$ cat config.mk
export PLATFORM = sky130hd
export DESIGN_NAME = pad_cfg_serializer_flat
export DESIGN_NICKNAME = d
export VERILOG_FILES = /design/src/rtl/pad_cfg_pkg.sv /design/src/rtl/pad_cfg_serializer_if.sv /design/src/rtl/pad_cfg_sclk_div.sv /design/src/rtl/pad_cfg_serializer.sv /design/src/flat_wrapper.sv
export SDC_FILE = /design/constraint.sdc
export NUM_CORES = 1
export LEC_CHECK = 0
export ABC_AREA = 1
export CELL_PAD_IN_SITES_DETAIL_PLACEMENT = 0
export CELL_PAD_IN_SITES_GLOBAL_PLACEMENT = 1
export CORE_ASPECT_RATIO = 0.8
export CORE_MARGIN = 2
export CORE_UTILIZATION = 42
export CTS_CLUSTER_SIZE = 20
export DETAILED_ROUTE_END_ITERATION = 12
export DONT_BUFFER_PORTS = 1
export GPL_TIMING_DRIVEN = 0
export PLACE_DENSITY_LB_ADDON = 0.08
export SLEW_MARGIN = 20
export SYNTH_ARGS = -nofsm -noshare
export SYNTH_HDL_FRONTEND = slang
export SYNTH_HIERARCHICAL = 1
export SYNTH_SLANG_ARGS = --single-unit
$ cat constraint.sdc
create_clock -name HCLK -period 3.24 [get_ports HCLK]
set_clock_uncertainty 0.05 [all_clocks]
set_input_delay 0.324 -clock HCLK [delete_from_list [all_inputs] [get_ports HCLK]]
set_output_delay 0.324 -clock HCLK [all_outputs]
set_load 0.01 [all_outputs]
$ cat src/rtl/pad_cfg_pkg.sv
// Shared definitions for the pad-mux/pad-config register block and its
// scan-chain serializer.
package pad_cfg_pkg;

  localparam int PAD_CFG_BITS           = 6;
  localparam int PAD_FRAME_BITS_PER_PAD = 7;

  // Bit positions inside a pad's 6-bit config field
  localparam int PD   = 0;
  localparam int PU   = 1;
  localparam int SMT  = 2;
  localparam int SR   = 3;
  localparam int PIN1 = 4;
  localparam int PIN2 = 5;

  typedef enum logic [1:0] {
    ST_IDLE  = 2'd0,
    ST_LOAD  = 2'd1,
    ST_SHIFT = 2'd2,
    ST_LATCH = 2'd3
  } pad_cfg_state_e;

endpackage

$ cat src/rtl/pad_cfg_serializer_if.sv
// Register-block to serializer link: pad config in, scan-chain pins and status out.
interface pad_cfg_serializer_if
  import pad_cfg_pkg::*;
#(
  parameter int NUM_PADS = 32
);
  logic [NUM_PADS-1:0][PAD_CFG_BITS-1:0] pad_cfg_i;
  logic [NUM_PADS-1:0]                   pad_mux_i;
  logic                                  refresh_i;
  logic                                  cfg_sclk_o;
  logic                                  cfg_sdata_o;
  logic                                  cfg_latch_o;
  logic                                  busy_o;
  logic                                  done_o;

  modport master (
    output pad_cfg_i, pad_mux_i, refresh_i,
    input  cfg_sclk_o, cfg_sdata_o, cfg_latch_o, busy_o, done_o
  );

  modport slave (
    input  pad_cfg_i, pad_mux_i, refresh_i,
    output cfg_sclk_o, cfg_sdata_o, cfg_latch_o, busy_o, done_o
  );
endinterface

$ cat src/rtl/pad_cfg_sclk_div.sv
// Half-period counter for the scan-chain clock: low phase first, then high,
// each CLK_DIV cycles long. Held cleared while en is low.
module pad_cfg_sclk_div #(
  parameter int CLK_DIV = 4
) (
  input  logic HCLK,
  input  logic HRESETn,
  input  logic en,
  output logic end_lo,
  output logic end_hi,
  output logic sclk
);
  localparam int DIV_W = $clog2(CLK_DIV) + 1;

  logic [DIV_W-1:0] div_cnt_q;
  logic             phase_q;
  logic             tc;

  assign tc     = (div_cnt_q == DIV_W'(CLK_DIV - 1));
  assign end_lo = en & ~phase_q & tc;
  assign end_hi = en & phase_q & tc;
  // Gated so the phase flip on the final tick never shows on the pin
  assign sclk   = en & phase_q;

  always_ff @(posedge HCLK or negedge HRESETn) begin
    if (!HRESETn) begin
      div_cnt_q <= '0;
      phase_q   <= 1'b0;
    end else if (!en) begin
      div_cnt_q <= '0;
      phase_q   <= 1'b0;
    end else if (tc) begin
      div_cnt_q <= '0;
      phase_q   <= ~phase_q;
    end else begin
      div_cnt_q <= div_cnt_q + 1'b1;
    end
  end
endmodule

$ cat src/rtl/pad_cfg_serializer.sv
// Snapshots pad mux/config and shifts it into the pad-ring config chain,
// then strobes the chain latch.
//
//   state    | meaning
//   ST_IDLE  | waiting for init, refresh or an input change
//   ST_LOAD  | one cycle: capture snapshot and sent copy
//   ST_SHIFT | shifting FRAME_BITS bits, MSB (pad NUM_PADS-1 mux) first
//   ST_LATCH | latch strobe high for CLK_DIV cycles
module pad_cfg_serializer
  import pad_cfg_pkg::*;
#(
  parameter int NUM_PADS = 32,
  parameter int CLK_DIV  = 4
) (
  input  logic                 HCLK,
  input  logic                 HRESETn,
  pad_cfg_serializer_if.slave  bus
);
  localparam int FRAME_BITS = NUM_PADS * PAD_FRAME_BITS_PER_PAD;
  localparam int BIT_W      = $clog2(FRAME_BITS);

  pad_cfg_state_e        state_q, state_d;
  logic [FRAME_BITS-1:0] cur_frame, snap_q, sent_q;
  logic [BIT_W-1:0]      bit_cnt_q;
  logic                  init_pend_q, refresh_pend_q, done_q;
  logic                  start, last_bit, div_en, end_lo, end_hi, sclk;

  always_comb begin
    cur_frame = '0;
    for (int p = 0; p < NUM_PADS; p++) begin
      cur_frame[p*PAD_FRAME_BITS_PER_PAD +: PAD_FRAME_BITS_PER_PAD] =
        {bus.pad_mux_i[p], bus.pad_cfg_i[p]};
    end
  end

  assign start    = init_pend_q | refresh_pend_q | bus.refresh_i | (cur_frame != sent_q);
  assign last_bit = (bit_cnt_q == BIT_W'(FRAME_BITS - 1));
  // The divider keeps running through LATCH; its low-phase tick times the strobe
  assign div_en   = (state_q == ST_SHIFT) || (state_q == ST_LATCH);

  pad_cfg_sclk_div #(.CLK_DIV(CLK_DIV)) u_sclk_div (
    .HCLK    (HCLK),
    .HRESETn (HRESETn),
    .en      (div_en),
    .end_lo  (end_lo),
    .end_hi  (end_hi),
    .sclk    (sclk)
  );

  always_ff @(posedge HCLK or negedge HRESETn) begin
    if (!HRESETn) state_q <= ST_IDLE;
    else          state_q <= state_d;
  end

  always_comb begin
    state_d = state_q;
    unique case (state_q)
      ST_IDLE:  if (start) state_d = ST_LOAD;
      ST_LOAD:  state_d = ST_SHIFT;
      ST_SHIFT: if (end_hi && last_bit) state_d = ST_LATCH;
      ST_LATCH: if (end_lo) state_d = ST_IDLE;
      default:  state_d = ST_IDLE;
    endcase
  end

  always_ff @(posedge HCLK or negedge HRESETn) begin
    if (!HRESETn) begin
      snap_q         <= '0;
      sent_q         <= '0;
      bit_cnt_q      <= '0;
      init_pend_q    <= 1'b1;
      refresh_pend_q <= 1'b0;
      done_q         <= 1'b0;
    end else begin
      done_q <= (state_q == ST_LATCH) && end_lo;
      if (state_q == ST_LOAD) begin
        snap_q         <= cur_frame;
        sent_q         <= cur_frame;
        bit_cnt_q      <= '0;
        init_pend_q    <= 1'b0;
        // A request landing in the LOAD cycle is still owed a later frame
        refresh_pend_q <= bus.refresh_i;
      end else begin
        if (bus.refresh_i && state_q != ST_IDLE) refresh_pend_q <= 1'b1;
        if (state_q == ST_SHIFT && end_hi && !last_bit) bit_cnt_q <= bit_cnt_q + 1'b1;
      end
    end
  end

  assign bus.busy_o      = (state_q != ST_IDLE);
  assign bus.done_o      = done_q;
  assign bus.cfg_sclk_o  = sclk;
  assign bus.cfg_latch_o = (state_q == ST_LATCH);
  assign bus.cfg_sdata_o = div_en ? snap_q[BIT_W'(FRAME_BITS - 1) - bit_cnt_q] : 1'b0;
endmodule

$ cat src/flat_wrapper.sv
// flat-port wrapper written by rule: the top's interface ports become plain ports
module pad_cfg_serializer_flat import pad_cfg_pkg::*;
#(
  parameter int NUM_PADS = 32,
  parameter int CLK_DIV  = 4
)
  (HCLK, HRESETn, bus_pad_cfg_i, bus_pad_mux_i, bus_refresh_i, bus_cfg_sclk_o, bus_cfg_sdata_o, bus_cfg_latch_o, bus_busy_o, bus_done_o);
  pad_cfg_serializer_if #(.NUM_PADS(NUM_PADS)) bus_i ();
  input  logic HCLK;
  input  logic HRESETn;
  input wire logic [$bits(bus_i.pad_cfg_i)-1:0] bus_pad_cfg_i;
  input wire logic [$bits(bus_i.pad_mux_i)-1:0] bus_pad_mux_i;
  input wire logic [$bits(bus_i.refresh_i)-1:0] bus_refresh_i;
  output wire logic [$bits(bus_i.cfg_sclk_o)-1:0] bus_cfg_sclk_o;
  output wire logic [$bits(bus_i.cfg_sdata_o)-1:0] bus_cfg_sdata_o;
  output wire logic [$bits(bus_i.cfg_latch_o)-1:0] bus_cfg_latch_o;
  output wire logic [$bits(bus_i.busy_o)-1:0] bus_busy_o;
  output wire logic [$bits(bus_i.done_o)-1:0] bus_done_o;
  assign bus_i.pad_cfg_i = bus_pad_cfg_i;
  assign bus_i.pad_mux_i = bus_pad_mux_i;
  assign bus_i.refresh_i = bus_refresh_i;
  assign bus_cfg_sclk_o = bus_i.cfg_sclk_o;
  assign bus_cfg_sdata_o = bus_i.cfg_sdata_o;
  assign bus_cfg_latch_o = bus_i.cfg_latch_o;
  assign bus_busy_o = bus_i.busy_o;
  assign bus_done_o = bus_i.done_o;
  pad_cfg_serializer #(.NUM_PADS(NUM_PADS), .CLK_DIV(CLK_DIV)) u_core (.HCLK(HCLK), .HRESETn(HRESETn), .bus(bus_i));
endmodule
# Word level (Yosys, flattened, before mapping)
# Cells that the tools add are included.
[classes]
n_bitwise = 8
eq_ne = 10
muxes = 15
order_cmp = 1
addsub = 3
reduce_logical = 12
[op_table]
columns = ["operator", "count"]
rows = [
  ["$ne 224x224->1", 1],
  ["$mux 8", 2],
  ["$lt 8x9->1 const B", 1],
  ["$add 8x1->8 const B", 1],
  ["$bmux 1 s8", 1],
  ["$eq 8x8->1 const B", 1],
  ["$pmux 2 s4", 1],
  ["$sub 8x8->8 const A", 1],
  ["$mux 1", 6],
  ["$mux 2", 3],
  ["$mux 3", 2],
  ["$ne 2x1->1 const B", 3],
  ["$reduce_bool 2->1", 3],
  ["$logic_and 1x1->1", 5],
  ["$and 1x1->1", 4],
  ["$eq 2x2->1 const B", 2],
  ["$add 3x1->3 const B", 1],
  ["$eq 3x2->1 const B", 1],
  ["$or 1x1->1", 3],
  ["$reduce_and 3->1", 1],
  ["$eq 2x1->1 const B", 1],
  ["$logic_not 2->1", 1],
  ["$ne 2x2->1 const B", 1],
  ["$logic_not 1->1", 1],
  ["2 further kinds", 2],
]
[word_totals]
wordCells = 57
register_bits = 241
output_inout_bits = 5
in_bits = 227

# Depth between registers and ports, before layout
# Gate-level depths: netlist (run 1).
[logic_depth]
ltp_word = 8
depth_mapped = 17
ltp_nobuf = 16

# Hierarchy
# Netlist (run 1), hierarchy kept.
[by_module_without_submodules]
columns = ["module", "instances", "area_each_um2", "cells_per_inst", "seq_area_each_um2"]
rows = [
  ["pad_cfg_serializer", 1, 14360.0, 2034, 5931.9],
  ["pad_cfg_sclk_div", 1, 183.9, 23, 100.1],
]

# Worst setup path before layout (run 1)
# OpenSTA, ideal clock, no wires.
[synth_timing]
path_type = "reg2out"
from = "register u_core.bit_cnt_q[0]"
to = "output port bus_cfg_sdata_o"
n_path_buf = 3
stages_incl_launch_ff = 13
path_slack_ns = 1.310
required_time_ns = 2.866
arrival_time_ns = 1.556
path_cell_list = "dfrtp_1 buf_6 buf_6 buf_6 o211ai_1 nand3_1 nand3_1 nor2_1 nor2_1 nor2_1 nor2_1 nor2_1 nor2_1"
[synth_via]
elab_chain_cells = 4
[synth_rtl]
columns = ["element", "line_no", "text"]
rows = [
  ["from (decl)", "pad_cfg_serializer.sv:24", "logic [BIT_W-1:0] bit_cnt_q;"],
  ["from (signal assigned)", "pad_cfg_serializer.sv:85", "if (state_q == ST_SHIFT && end_hi && !last_bit) bit_cnt_q <= bit_cnt_q + 1'b1;"],
  ["$sub 8x8->8", "pad_cfg_serializer.sv:94", "assign bus.cfg_sdata_o = div_en ? snap_q[BIT_W'(FRAME_BITS - 1) - bit_cnt_q] : 1'b0;"],
  ["$bmux 1 s8", "pad_cfg_serializer.sv:94", ""],
  ["$mux 1 (implied by the code)", "pad_cfg_serializer.sv:94", ""],
  ["$mux 1", "pad_cfg_serializer.sv:94", ""],
  ["to (decl)", "flat_wrapper.sv:15", "output wire logic [$bits(bus_i.cfg_sdata_o)-1:0] bus_cfg_sdata_o;"],
]
# No other way between the ends. The select of a mux whose other input is x is not followed.

# Worst setup path in the final report (run 1)
[layout_timing]
from = "register u_core.bit_cnt_q[1]"
to = "output port bus_cfg_sdata_o"
# Same word-level chain as after synthesis.

==> out/results.txt, run 1 <==
Cell family with most CP delay - simple AND/OR/NAND/NOR gates
Die width - 212 um
Clock sink count - 241
Vias/cell - 5.57
Die Y-Extent - 170 um
Post-CTS Hold Buffers - 225
Total CTS buffers - 28
Total GRT Usage - 0.402
Status - finished with violations
Tcrit/Tclk final - 0.983
Failing checks - negative hold slack
Syn Std Cell Area - 14500 um^2
Crit-path cells - buf_4 -> buf_4 -> clkbuf_4 -> nand3_1 -> nand3_1 -> nand3_1 -> nand2_1 -> nand3_1 -> nand2_1 -> nand2_1 -> nand2_1 -> nand2_1 -> nor2_2
Nets - 2548
Worst-path clk slew - 0.06 ns
Later-pin clock latency in the skew report - 0.57 ns
CP most frequent cell - nand2_1
Sequential element share of the synthesized area - 0.415
Endpoints failing setup - 0
Yosys warns - 6
Max_slew headroom - 0.256
Worst path buffer plus inverter count - 3
Slowest CP cell - dfrtp_1
Fillers - 3378
DRC viols - 0
Grt ovf - 0
IO Port Bufs - 0
Design Area, Final - 18500 um^2
Avg Inst Size Synth - 7.07 um^2
First-pass GRT wire length - 103000 um
Layout cells sized above 1 - 0.0463
Final WL - 72600 um
CP max FO - 10
WL per Instance - 25.9 um
Ports - 232
Area of the core - 33900 um^2
CTS max path bufs - 3
Yosys cell types - 26
Layout area overhead - 26.9%
Max-Cap Viols - 0
Starting utilization of the core area - 0.430
Fin crit period - 3.19 ns
Gpl congestion - 0.997
CTS tree - built
Num rows - 60
Initial antenna violation count - 2
Hpwl dp - 51200 um
First drt pass iteration count - 8
Area post-placement - 15100 um^2
Postcts setup bufs - 0
Synthesized instance count - 2057
FMAX - 0.314 GHz
Worst vdd ir - 0.000394 V
Root Buffer - clkbuf_16
Post-synth net total - 2293
Post-synth EDFFs - 0
Slowest Stage Delay on Critical Path - 0.35 ns
Startpoint types - flop
Via count - 15600
Leakage - 8.70 nW
Slew Limit Fails - 0
Largest net degree at the start of global routing - 242
RSZ-0062 raised after global routing - no
Sum Neg Setup Slack - 0 ns
Arrival time at the worst endpoint - 2.81 ns
CP endpoint kind - output port
Ys flop type - dfrtp_1
CP Data Required Time - 2.87 ns
Power Dens Cells - 417 nW/um^2
Post-synthesis register bit count - 241
Worst min path class - in -> async
DR iter-0 viols - 2129
Hold Fails Final Rpt - 241
Antenna-violating nets left - 0
Vias in the first global route - 15000
DIE AREA - 36100 um^2
Post-synth ARST share - 1.00
Least-Margin Pin Slew - 1.12 ns
Worst hold margin - -0.609 ns
H-tree Lvls - 1
Critical path class - reg -> out
==> flip-flops by register name (all words and copies together) (netlist names) <==
register / count
u_core/u_sclk_div/phase_q: 1
u_core/bus.done_o: 1
u_core/bit_cnt_q: 8
u_core/init_pend_q: 1
u_core/u_sclk_div/div_cnt_q: 3
u_core/state_q: 2
u_core/refresh_pend_q: 1
u_core/sent_q: 224
==> kinds of logic after synthesis <==
group / count (synthesis) / share of synthesized area
flip-flops: 241 / 0.415
buffers and inverters: 313 / 0.0877
AND/OR/NAND/NOR: 1016 / 0.275
AO/OA/AOI/OAI: 309 / 0.113
XOR/XNOR: 169 / 0.102
adder cells (fa/ha/maj): 9 / 0.00774
==> through the flow <==
step	hold WS (ns)	std cells	setup slack (ns)	util	total power [W]
floorplan	-0.0216	2057	1.31	-	0.00372
global placement	-0.0151	2522	0.184	0.447	0.00395
detailed placement	-0.0134	2522	0.209	0.447	0.00396
CTS	-0.620	2798	0.0206	0.544	0.00768
global route	-0.620	2798	0.00589	0.545	0.00792
finish	-0.609	2799	0.0543	0.545	0.00770
==> layout make-up <==
cell class	instances	area, um^2	share of cell area
multi-input combinational	1503	7250	0.393
sequential	241	6030	0.327
timing repair buffer	225	2250	0.122
clock buffer	45	866	0.0469
inverter	220	827	0.0448
tap	465	582	0.0315
buffer	93	514	0.0279
clock inverter	6	130	0.00705
antenna	1	2.50	0.000136
==> final timing paths <==
| kind | end | depth (start not counted) | slack (ns) | start |
|---|---|---|---|---|
| worst max register to register | u_core/sent_q[95] | 7 | 0.08 | u_core/state_q[1] |
| worst min-delay path | u_core/sent_q[48] | 0 | -0.61 | HRESETn |
| worst min register to register | u_core/u_sclk_div/div_cnt_q[0] | 1 | 0.38 | u_core/u_sclk_div/div_cnt_q[0] |
| max in group asynchronous | u_core/sent_q[2] | 0 | 2.99 | HRESETn |
| worst max-delay path | bus_cfg_sdata_o | 13 | 0.05 | u_core/bit_cnt_q[1] |
| min in group HCLK | u_core/state_q[1] | 8 | 0.32 | bus_pad_cfg_i[87] |
==> synthesized netlist by cell type (all sizes together), types with 9 or more instances <==
library cell  number  area (um^2)
a21oi             30          150
buf               53          299
clkbuf            40          150
dfrtp            240         6010
ha                 9          113
inv              220          826
nand2            737         2770
nand3            119          596
nor2             149          562
o211ai            37          278
o21ai            236         1180
xnor2             68          596
xor2             101          885
==> cell usage in the layout (no fill, tap or decap), types with 8 or more instances in the layout <==
master and count:
o21ai_0 232, xor2_1 101, o211ai_1 37, clkbuf_4 10, nor2_1 145, buf_4 10, dlygate4sd3_1 225, clkbuf_1 45
inv_1 216, buf_2 23, a21oi_1 30, clkbuf_16 29, nand2_1 735, clkbuf_8 8, xnor2_1 68, nand3_1 118
dfrtp_1 240, ha_1 9
==> worst reg2reg max path: cells and delay by family (launching register included) <==
kind	cells	cell delay (ns)
buf+inv	4	1.92
fa+ha+maj	1	0.46
simple gates	2	0.24
flops	1	0.44
==> per-layer routing <==
| layer | wire length (um) | global-route usage | part of all wire | vias to the layer above |
|---|---|---|---|---|
| li1 | - | - | - | 6927 |
| met1 | 30300 | 0.571 | 0.42 | 7567 |
| met2 | 30900 | 0.605 | 0.43 | 943 |
| met3 | 8550 | 0.0886 | 0.12 | 148 |
| met4 | 2790 | 0.135 | 0.038 | 0 |
| met5 | 0 | 0 | 0 | - |
==> power by group <==
part | switching [W] | internal (W)
Sequential | 0.000121 | 0.00315
Clock | 0.00139 | 0.00213
Combinational | 0.000482 | 0.000425
==> what timing repair did <==
action	CTS	global route
pin swaps	0	0
endpoints found under the hold margin	466	241
gates resized for setup	14	18
setup endpoints to repair	1	1
Note: power is estimated with default switching activity, not from simulation.
==> run 2, diff against run 1 <==
--- a/config.mk
+++ b/config.mk
@@ -10,5 +10,4 @@
 export CELL_PAD_IN_SITES_GLOBAL_PLACEMENT = 1
 export CORE_ASPECT_RATIO = 0.8
-export CORE_MARGIN = 2
 export CORE_UTILIZATION = 42
 export CTS_CLUSTER_SIZE = 20
==> constraint.sdc (replaced) <==
create_clock -name HCLK -period 3.24 [get_ports HCLK]
set_clock_uncertainty 0.05 [all_clocks]
set_input_delay 0.648 -clock HCLK [delete_from_list [all_inputs] [get_ports HCLK]]
set_output_delay 0.648 -clock HCLK [all_outputs]
set_load 0.01 [all_outputs]
==> out/results.txt, run 2 (same netlist as run 1, synthesis figures left out) <==
Status - finished with violations
Failing checks - negative hold slack, negative setup slack
CTS tree - built
Fin crit period - 3.33 ns
Min setup slack post-route - -0.0930 ns
Max_slew headroom - 0.287
Antenna-violating nets left - 0
Num rows - 60
H-tree Lvls - 1
Final WL - 68900 um
DR iter-0 viols - 1614
Area of the core - 33900 um^2
Worst min path class - in -> async
Reg2reg path depth - 8
CTS max path bufs - 3
Worst slack at placement - -0.110 ns
Largest net degree at the start of global routing - 242
Hpwl dp - 51000 um
Worst vdd ir - 0.000314 V
Critical path origin - u_core/bit_cnt_q[1]
IO Port Bufs - 0
Gpl congestion - 0.972
Hold Fails Final Rpt - 240
Endpoints failing setup - 1
Total GRT Usage - 0.390
Total CTS buffers - 27
First drt pass iteration count - 6
Grt ovf - 0
WL per Instance - 26.8 um
R2r startpoint - u_core/state_q[1]
Regs by FF count - u_core/sent_q x224, u_core/bit_cnt_q x8, u_core/u_sclk_div/div_cnt_q x3
Multi-input gate area - 7290 um^2
Commonest non-fill, non-tap cell in the layout - nand2_1
Die width - 210 um
Layout cells sized above 1 - 0.0551
Slew Limit Fails - 0
Die Y-Extent - 168 um
Tcrit/Tclk final - 1.03
FMAX - 0.300 GHz
CP Data Required Time - 2.54 ns
Fillers - 3486
Number of flip-flops in the largest register - 224
Vias/cell - 5.56
Ant diodes - 0
Root Buffer - clkbuf_16
Later-pin clock latency in the skew report - 0.56 ns
Via count - 14300
Biggest register - u_core/sent_q
Ports - 232
Layout area overhead - 11.7%
Critical path class - reg -> out
Arrival time at the worst endpoint - 2.64 ns
Least-Margin Pin Slew - 1.07 ns
Fin util - 0.480
Starting utilization of the core area - 0.430
Leakage - 7.75 nW
CP endpoint kind - output port
Worst hold margin - -0.273 ns
Max-Cap Viols - 0
Startpoint types - flop
Clock sink count - 241
Register area - 6030 um^2
Power Dens Cells - 423 nW/um^2
RSZ-0062 raised after global routing - yes
Nets - 2325
Initial antenna violation count - 1
DRC viols - 0
Commonest non-fill, non-tap cells in the layout - nand2_1 (729), dfrtp_1 (239), o21ai_0 (230)
DIE AREA - 35400 um^2
CP max FO - 10
Vias in the first global route - 13700
First-pass GRT wire length - 96900 um
Worst-path clk slew - 0.06 ns
==> run 2: cell count changes in the layout (fill, tap and decap cells not counted), moves of 8 or more <==
cell           previous run  this run
dlygate4sd3_1           225         0
buf_6                     7        15
clkbuf_4                 10         0
buf_2                    23        15
==> run 2: final timing paths <==
path / to / slack, ns
max: bus_cfg_sdata_o / -0.09
min: u_core/sent_q[50] / -0.27
max reg2reg: u_core/sent_q[79] / 0.10
min reg2reg: u_core/u_sclk_div/div_cnt_q[0] / 0.38
max in group asynchronous: u_core/init_pend_q / 2.95
min in group HCLK: u_core/sent_q[119] / 0.15
==> run 2: final cells by class <==
cell class                      count  share of cell area
Sequential cell                   241               0.371
Timing Repair Buffer                3             0.00139
Multi-Input combinational cell   1503               0.449
Clock buffer                       43              0.0484
Clock inverter                      2            0.000616
Inverter                          220              0.0518
Tap cell                          465              0.0358
Buffer                             93              0.0419
==> run 2: metal layers <==
metal,global-route usage,wire [um]
met1,0.540,28900
met2,0.579,28800
met3,0.122,8690
met4,0.120,2510
met5,0,10
==> run 2: critical path, stage by stage (launching register included) <==
cell	delay [ns]
dfrtp_1	0.35
buf_4	0.18
buf_8	0.18
buf_6	0.22
nand3_1	0.11
nand3_1	0.20
nand3_1	0.11
nand2_1	0.16
nand3_1	0.13
nand2_1	0.08
inv_1	0.04
nand2_1	0.07
nor2_2	0.05
nor2_4	0.16
==> run 2: timing repair <==
item                       4_1_cts  5_1_grt
setup buffers                    1        2
hold endpoints to repair       241      240
pin swaps                        5        2
resized for setup               89       15
setup endpoints to repair        1        1
==> run 2: stage by stage <==
stage | instance area (um^2) | hold slack (ns) | TNS, ns | std cells | total power (W)
after CTS | 16200 | -0.286 | 0 | 2568 | 0.00689
after detailed placement | 15100 | 0.308 | -0.110 | 2522 | 0.00396
after global routing | 16200 | -0.284 | -0.133 | 2570 | 0.00709
after global placement | 15100 | 0.309 | -0.0683 | 2522 | 0.00394
after floorplan | 14500 | 0.302 | 0 | 2057 | 0.00372
final | 16200 | -0.273 | -0.0930 | 2570 | 0.00687
==> run 2: power by group <==
| part | switching [W] | internal, W | total, W | leakage, nW |
|---|---|---|---|---|
| clock network | 0.00130 | 0.00164 | 0.00294 | 0.389 |
| logic | 0.000410 | 0.000245 | 0.000655 | 4.55 |
| registers | 0.000120 | 0.00315 | 0.00327 | 2.81 |
| total | 0.00183 | 0.00504 | 0.00687 | 7.75 |
